<file path="src/rtl/cga_mic_pkg.sv">
// Shared types and constants for the microprogram return-address stack controller
// and the stack-bit slices it drives.
package cga_mic_pkg;

  localparam int W_DEF     = 16;
  localparam int DEPTH_DEF = 4;

  typedef enum logic [1:0] {
    MODE_HOLD    = 2'd0,
    MODE_PUSH    = 2'd1,
    MODE_POP     = 2'd2,
    MODE_REPLACE = 2'd3
  } mode_e;

  // Slice strobes in slice pin order; S3N is derived from s3 at the encoder.
  typedef struct packed {
    logic load;
    logic s3;
    logic s4ns3n;
    logic s4s3n;
  } strobe_t;

  localparam strobe_t STB_HOLD    = 4'b1010;
  localparam strobe_t STB_PUSH    = 4'b0010;
  localparam strobe_t STB_POP     = 4'b1100;
  localparam strobe_t STB_REPLACE = 4'b1001;

  function automatic strobe_t mode_strobes(input mode_e m);
    case (m)
      MODE_PUSH:    return STB_PUSH;
      MODE_POP:     return STB_POP;
      MODE_REPLACE: return STB_REPLACE;
      default:      return STB_HOLD;
    endcase
  endfunction

endpackage

</file>
<file path="src/rtl/cga_mic_stack_ctl_if.sv">
// Sequencer-side commands and slice-side strobes/data of the return-address stack.
interface cga_mic_stack_ctl_if
  import cga_mic_pkg::*;
#(
  parameter int W     = W_DEF,
  parameter int DEPTH = DEPTH_DEF
);
  localparam int DW = $clog2(DEPTH + 1);

  logic          CALL;
  logic          RET;
  logic          LDTOP;
  logic          CLR;
  logic [W-1:0]  PC;
  logic [W-1:0]  LDDATA;
  logic [W-1:0]  STOUT;
  logic [W-1:0]  STIN;
  logic          LOAD;
  logic          S3;
  logic          S3N;
  logic          S4NS3N;
  logic          S4S3N;
  logic [W-1:0]  RADDR;
  logic          RVALID;
  logic [DW-1:0] DEPTH_O;
  logic          EMPTY;
  logic          FULL;
  logic          OVF;
  logic          UNF;

  modport slave (
    input  CALL, RET, LDTOP, CLR, PC, LDDATA, STOUT,
    output STIN, LOAD, S3, S3N, S4NS3N, S4S3N,
           RADDR, RVALID, DEPTH_O, EMPTY, FULL, OVF, UNF
  );

  modport master (
    output CALL, RET, LDTOP, CLR, PC, LDDATA, STOUT,
    input  STIN, LOAD, S3, S3N, S4NS3N, S4S3N,
           RADDR, RVALID, DEPTH_O, EMPTY, FULL, OVF, UNF
  );

endinterface

</file>
<file path="src/rtl/cga_mic_stack_mode_enc.sv">
// Pure mode-to-strobe encoder; the only place slice strobe encodings are produced.
module cga_mic_stack_mode_enc
  import cga_mic_pkg::*;
(
  input  mode_e mode_i,
  output logic  load_o,
  output logic  s3_o,
  output logic  s3n_o,
  output logic  s4ns3n_o,
  output logic  s4s3n_o
);

  strobe_t stb;

  assign stb      = mode_strobes(mode_i);
  assign load_o   = stb.load;
  assign s3_o     = stb.s3;
  assign s3n_o    = ~stb.s3;
  assign s4ns3n_o = stb.s4ns3n;
  assign s4s3n_o  = stb.s4s3n;

endmodule

</file>
<file path="src/rtl/cga_mic_stack_ctl.sv">
// Return-address stack controller: decodes CALL/RET/LDTOP/CLR into slice modes,
// tracks depth and sticky overflow/underflow, and returns popped addresses.
module cga_mic_stack_ctl
  import cga_mic_pkg::*;
#(
  parameter int W     = W_DEF,
  parameter int DEPTH = DEPTH_DEF,
  localparam int DW   = $clog2(DEPTH + 1)
) (
  input logic                 CLK,
  input logic                 RSTN,
  cga_mic_stack_ctl_if.slave  bus
);

  localparam logic [DW-1:0] DEPTH_MAX = DW'(DEPTH);

  mode_e         mode_q, mode_d;
  logic [W-1:0]  stin_q, stin_d;
  logic [W-1:0]  raddr_q, raddr_d;
  logic          rvalid_q, rvalid_d;
  logic [DW-1:0] depth_q, depth_d;
  logic          ovf_q, ovf_d;
  logic          unf_q, unf_d;
  logic          empty, full;
  logic [W-1:0]  pc_inc;

  assign empty  = (depth_q == '0);
  assign full   = (depth_q == DEPTH_MAX);
  assign pc_inc = bus.PC + W'(1);

  // NOTE: every next-state signal gets a default first so no path leaves it
  // unassigned; otherwise this block would infer latches.
  always_comb begin
    mode_d   = MODE_HOLD;
    stin_d   = stin_q;
    raddr_d  = raddr_q;
    rvalid_d = 1'b0;
    depth_d  = depth_q;
    ovf_d    = ovf_q;
    unf_d    = unf_q;
    if (bus.CLR) begin
      depth_d = '0;
      ovf_d   = 1'b0;
      unf_d   = 1'b0;
    end else if (bus.CALL && bus.RET) begin
      // Return and call in one step: the top entry is swapped in place.
      stin_d   = pc_inc;
      raddr_d  = bus.STOUT;
      rvalid_d = 1'b1;
      if (empty) begin
        mode_d  = MODE_PUSH;
        depth_d = DW'(1);
      end else begin
        mode_d  = MODE_REPLACE;
      end
    end else if (bus.CALL) begin
      mode_d = MODE_PUSH;
      stin_d = pc_inc;
      if (full) ovf_d   = 1'b1;
      else      depth_d = depth_q + DW'(1);
    end else if (bus.RET) begin
      // The POP is issued even when empty so the slices stay in step.
      mode_d   = MODE_POP;
      raddr_d  = bus.STOUT;
      rvalid_d = 1'b1;
      if (empty) unf_d   = 1'b1;
      else       depth_d = depth_q - DW'(1);
    end else if (bus.LDTOP) begin
      stin_d = bus.LDDATA;
      if (empty) begin
        mode_d  = MODE_PUSH;
        depth_d = DW'(1);
      end else begin
        mode_d  = MODE_REPLACE;
      end
    end
  end

  // NOTE: state registers use non-blocking assignments so every flop samples
  // pre-edge values regardless of statement order.
  always_ff @(posedge CLK or negedge RSTN) begin
    if (!RSTN) begin
      mode_q   <= MODE_HOLD;
      stin_q   <= '0;
      raddr_q  <= '0;
      rvalid_q <= 1'b0;
      depth_q  <= '0;
      ovf_q    <= 1'b0;
      unf_q    <= 1'b0;
    end else begin
      mode_q   <= mode_d;
      stin_q   <= stin_d;
      raddr_q  <= raddr_d;
      rvalid_q <= rvalid_d;
      depth_q  <= depth_d;
      ovf_q    <= ovf_d;
      unf_q    <= unf_d;
    end
  end

  cga_mic_stack_mode_enc u_mode_enc (
    .mode_i   (mode_q),
    .load_o   (bus.LOAD),
    .s3_o     (bus.S3),
    .s3n_o    (bus.S3N),
    .s4ns3n_o (bus.S4NS3N),
    .s4s3n_o  (bus.S4S3N)
  );

  assign bus.STIN    = stin_q;
  assign bus.RADDR   = raddr_q;
  assign bus.RVALID  = rvalid_q;
  assign bus.DEPTH_O = depth_q;
  assign bus.EMPTY   = empty;
  assign bus.FULL    = full;
  assign bus.OVF     = ovf_q;
  assign bus.UNF     = unf_q;

endmodule
</file>
<file path="src/flat_wrapper.sv">
// flat-port wrapper written by rule: the top's interface ports become plain ports
module cga_mic_stack_ctl_flat import cga_mic_pkg::*;
#(
  parameter int W     = W_DEF,
  parameter int DEPTH = DEPTH_DEF,
  localparam int DW   = $clog2(DEPTH + 1)
)
  (CLK, RSTN, bus_CALL, bus_RET, bus_LDTOP, bus_CLR, bus_PC, bus_LDDATA, bus_STOUT, bus_STIN, bus_LOAD, bus_S3, bus_S3N, bus_S4NS3N, bus_S4S3N, bus_RADDR, bus_RVALID, bus_DEPTH_O, bus_EMPTY, bus_FULL, bus_OVF, bus_UNF);
  cga_mic_stack_ctl_if #(.W(W), .DEPTH(DEPTH)) bus_i ();
  input logic CLK;
  input logic RSTN;
  input wire logic [$bits(bus_i.CALL)-1:0] bus_CALL;
  input wire logic [$bits(bus_i.RET)-1:0] bus_RET;
  input wire logic [$bits(bus_i.LDTOP)-1:0] bus_LDTOP;
  input wire logic [$bits(bus_i.CLR)-1:0] bus_CLR;
  input wire logic [$bits(bus_i.PC)-1:0] bus_PC;
  input wire logic [$bits(bus_i.LDDATA)-1:0] bus_LDDATA;
  input wire logic [$bits(bus_i.STOUT)-1:0] bus_STOUT;
  output wire logic [$bits(bus_i.STIN)-1:0] bus_STIN;
  output wire logic [$bits(bus_i.LOAD)-1:0] bus_LOAD;
  output wire logic [$bits(bus_i.S3)-1:0] bus_S3;
  output wire logic [$bits(bus_i.S3N)-1:0] bus_S3N;
  output wire logic [$bits(bus_i.S4NS3N)-1:0] bus_S4NS3N;
  output wire logic [$bits(bus_i.S4S3N)-1:0] bus_S4S3N;
  output wire logic [$bits(bus_i.RADDR)-1:0] bus_RADDR;
  output wire logic [$bits(bus_i.RVALID)-1:0] bus_RVALID;
  output wire logic [$bits(bus_i.DEPTH_O)-1:0] bus_DEPTH_O;
  output wire logic [$bits(bus_i.EMPTY)-1:0] bus_EMPTY;
  output wire logic [$bits(bus_i.FULL)-1:0] bus_FULL;
  output wire logic [$bits(bus_i.OVF)-1:0] bus_OVF;
  output wire logic [$bits(bus_i.UNF)-1:0] bus_UNF;
  assign bus_i.CALL = bus_CALL;
  assign bus_i.RET = bus_RET;
  assign bus_i.LDTOP = bus_LDTOP;
  assign bus_i.CLR = bus_CLR;
  assign bus_i.PC = bus_PC;
  assign bus_i.LDDATA = bus_LDDATA;
  assign bus_i.STOUT = bus_STOUT;
  assign bus_STIN = bus_i.STIN;
  assign bus_LOAD = bus_i.LOAD;
  assign bus_S3 = bus_i.S3;
  assign bus_S3N = bus_i.S3N;
  assign bus_S4NS3N = bus_i.S4NS3N;
  assign bus_S4S3N = bus_i.S4S3N;
  assign bus_RADDR = bus_i.RADDR;
  assign bus_RVALID = bus_i.RVALID;
  assign bus_DEPTH_O = bus_i.DEPTH_O;
  assign bus_EMPTY = bus_i.EMPTY;
  assign bus_FULL = bus_i.FULL;
  assign bus_OVF = bus_i.OVF;
  assign bus_UNF = bus_i.UNF;
  cga_mic_stack_ctl #(.W(W), .DEPTH(DEPTH)) u_core (.CLK(CLK), .RSTN(RSTN), .bus(bus_i));
endmodule
</file>
<file path="config.mk">
export PLATFORM = sky130hd
export DESIGN_NAME = cga_mic_stack_ctl_flat
export DESIGN_NICKNAME = d
export VERILOG_FILES = /design/src/rtl/cga_mic_pkg.sv /design/src/rtl/cga_mic_stack_ctl_if.sv /design/src/rtl/cga_mic_stack_mode_enc.sv /design/src/rtl/cga_mic_stack_ctl.sv /design/src/flat_wrapper.sv
export SDC_FILE = /design/constraint.sdc
export NUM_CORES = 1
export LEC_CHECK = 0
export ABC_CLOCK_PERIOD_IN_PS = 2000
export BUFFER_PORTS_ARGS = -buffer_cell sky130_fd_sc_hd__buf_4
export CORE_ASPECT_RATIO = 1.5
export CORE_MARGIN = 3
export CORE_UTILIZATION = 45
export DETAILED_ROUTE_END_ITERATION = 16
export PLACE_DENSITY = 0.77
export SLEW_MARGIN = 0
export SYNTH_ARGS = -nofsm -noshare
export SYNTH_HDL_FRONTEND = slang
export SYNTH_SLANG_ARGS = --single-unit
</file>
<file path="constraint.sdc">
create_clock -name CLK -period 2 [get_ports CLK]
set_clock_uncertainty 0.1 [all_clocks]
set_input_delay 0.3 -clock CLK [delete_from_list [all_inputs] [get_ports CLK]]
set_output_delay 0.3 -clock CLK [all_outputs]
set_load 0.02 [all_outputs]
</file>
==> metrics <==
ANT nets after route=0; Compound-Gate Fraction of Synth Area=0.1081; mux share of post-synthesis cell area=0.1069; XOR/XNOR Fraction of Synth Area=0.05288; Final setup viols=0; Async S/R FF share, synth=1.000; switching share of power=0.3201; final core occ=0.6609; CP Capture Type=register; FF-to-FF End=u_core.bus.DEPTH_O[2]; Worst EP required=2.11 ns; DRC violations left=0; internal power=1531 µW; Tmin final=1.849 ns; cell taking the most area after synthesis=dfrtp_1; die height=90.72 µm; top area cells in the synthesized netlist=dfrtp_1 (46%), mux2_2 (8.4%), xnor2_1 (5.3%); Critical Path AT=1.96 ns; R2R Setup Slk=0.15 ns; via count=1858; Leak=0.001465 µW; Skew-Pair Late Insertion Delay=0.28 ns; Hold Slack=0.1214 ns; max_slew headroom=0.6702; H-tree levels=2; most frequent cell after synthesis=dfrtp_1; Clk network pwr share=0.218; PwrDens=743.8 mW/mm²; Max-Cap Viols=0; status=completed; Worst Setup Path Type=register to register; post-synthesis register bit count=40; worst hold endpoint=u_core.bus.DEPTH_O[2]; initial antenna violation count=0; wire per inst=13.44 µm; final hold vios=0; Post-synth EDFFs=0; pin count of the biggest net entering global routing=41; Clk pin slew, worst setup/hold paths=0.07 ns; CP Launch Type=register; slew at the pin with the worst max-slew slack=0.4946 ns; GRT Total Usage=0.1845; largest family of logic cells by synthesized area=simple AND/OR/NAND/NOR gates; first-pass GRT wire length=8411 µm; initial core utilization=0.4702; Pins Over Slew Limit=0; Filler Cell Count=400; clk sinks=40; vias in the first global route=1804; placed cell areas=0.002939 mm²; hpwl dp=4022 µm; yosys synthesis warning count=0; Port Buffers=98; final setup margin=0.1514 ns; Rows=30; post-synthesis simple-gate area fraction=0.1917; design area=0.003027 mm²; register area share after synthesis=0.4648; period utilisation layout=0.9243; syn_area_per_cell=10.35 µm²; ys flop type=dfrtp_1; Synth Cell Area=0.002153 mm²; Yosys cell types=42; drt initial violations=64; Post-Synth Adder-Cell Area=0.02324; setup_tns=0 ns; I/O pin count=99; Post-synth top cells=dfrtp_1 (40), nand2_1 (25), mux2_2 (16), xnor2_1 (13); Die Wd=62.48 µm; combinational power share=0.346; hold path depth=2; crit-path max FO=5; CTS tree=built; clk root buf=clkbuf_8; NumNets Final=368; Reg2Reg Depth=6; multi-input combinational cell area=0.001040 mm²; total CTS buffers=5; Peak VDD IR=0.2888 mV; drt total wl=5025 µm; Max Fclk=0.5409 GHz; Hold Crit Start=bus_CLR; Area growth syn-to-layout=40.56%; DIE AREA=0.005668 mm²; pre-CTS WS=0.1633 ns; Longest Clk Path Bufs=2; total gr overflow=0; RSZ-0062 raised after global routing=false; vias per inst=4.968; Mapped Nets=266; share of cells above drive strength 1=0.4355; Antenna Diode Count=0; top cell type's share of synthesized area=0.4648; GP Congestion=0.8114; Post-Synthesis Cells=208; Reg area=0.001001 mm²; DRT Pass-1 Iters=4; Seq pwr share=0.436; Hold Path Class=input port to register; net switching power=720.6 µW; Post-CTS Resized=0; R2R Path Start=u_core.bus.DEPTH_O[0]; core area=0.004579 mm²
[power groups by stage]
| stage | registers, µW | logic, µW | clock network (µW) |
|---|---|---|---|
| after detailed placement | 998 | 789 | 0 |
| after global placement | 993 | 781 | 0 |
| final | 981 | 780 | 491 |
| after floorplan | 1130 | 271 | 0 |
| after global routing | 997 | 844 | 555 |
| after CTS | 982 | 793 | 513 |
[sequential cells by signal, summed over array words and instances (netlist names)]
register	count
u_core.bus.OVF	1
u_core.bus.UNF	1
u_core.bus.RVALID	1
u_core.mode_q	2
u_core.bus.RADDR	16
u_core.bus.STIN	16
u_core.bus.DEPTH_O	3
[critical path, stage by stage (launching register included)]
cell     delay (ns)
dfrtp_1        0.34
inv_1          0.06
ha_1           0.24
and4b_1        0.22
a211o_1        0.33
or3_1          0.35
a21oi_1        0.14
[layer usage]
metal  routed length, µm  GRT usage  vias to the layer above  share of wire
met4                 105    0.07919                        0          0.021
met3                 258    0.03362                        8          0.051
li1                    -          -                      933              -
met2                2723     0.3375                       60           0.54
met5                   0          0                        -              0
met1                1939     0.2053                      857           0.39
[kinds of logic (layout without fill, tap and decap cells)]
group	after synthesis	after routing
buffers and inverters	21	123
adder cells (fa/ha/maj)	4	4
AO/OA/AOI/OAI	33	33
XOR/XNOR	13	13
flip-flops	40	40
AND/OR/NAND/NOR	76	76
multiplexers	21	21
[through the flow]
stage	power [µW]	instances
2_1_floorplan	1404	208
3_3_place_gp	1775	366
3_5_place_dp	1787	366
4_1_cts	2288	374
5_1_grt	2396	374
6_report	2251	374
[how the worst max path moves through the flow]
stage                               start               endpoint  slack [ns]  cells past startpoint
finish              u_core.bus.DEPTH_O[0]  u_core.bus.DEPTH_O[2]        0.15                      6
global route        u_core.bus.DEPTH_O[1]  u_core.bus.DEPTH_O[2]       0.004                      6
CTS                 u_core.bus.DEPTH_O[1]  u_core.bus.DEPTH_O[2]        0.14                      6
detailed placement  u_core.bus.DEPTH_O[1]  u_core.bus.DEPTH_O[2]        0.16                      6
global placement    u_core.bus.DEPTH_O[0]  u_core.bus.DEPTH_O[2]        0.20                      6
floorplan           u_core.bus.DEPTH_O[0]  u_core.bus.DEPTH_O[2]        0.04                      6
[cells in the final DEF (no fill, tap or decap), types with 3 or more instances in the layout]
cell type / Yosys / final
o221ai_1: 9 / 9
nor2_1: 9 / 9
nand3_1: 5 / 5
dfrtp_1: 40 / 40
clkbuf_8: 1 / 5
a21oi_1: 6 / 6
o21ai_0: 9 / 9
inv_1: 11 / 11
nand2b_1: 11 / 11
nor2b_1: 3 / 3
xnor2_1: 13 / 13
mux2i_1: 5 / 5
nand2_1: 25 / 25
nor4_1: 5 / 5
ha_1: 4 / 4
buf_4: 0 / 103
mux2_2: 16 / 16
[what timing repair did]
item | in CTS | in global routing
hold buffers | 1 | 0
setup buffers | 0 | 0
endpoints found under the hold margin | 40 | 0
[layout make-up]
type | instances | area share
Multi-Input combinational cell | 147 | 0.3435
Sequential cell | 40 | 0.3307
Timing Repair Buffer | 104 | 0.2588
Tap cell | 64 | 0.02646
Clock buffer | 6 | 0.02398
Inverter | 12 | 0.01488
Clock inverter | 1 | 0.001654
(Power assumes the default switching activity.)
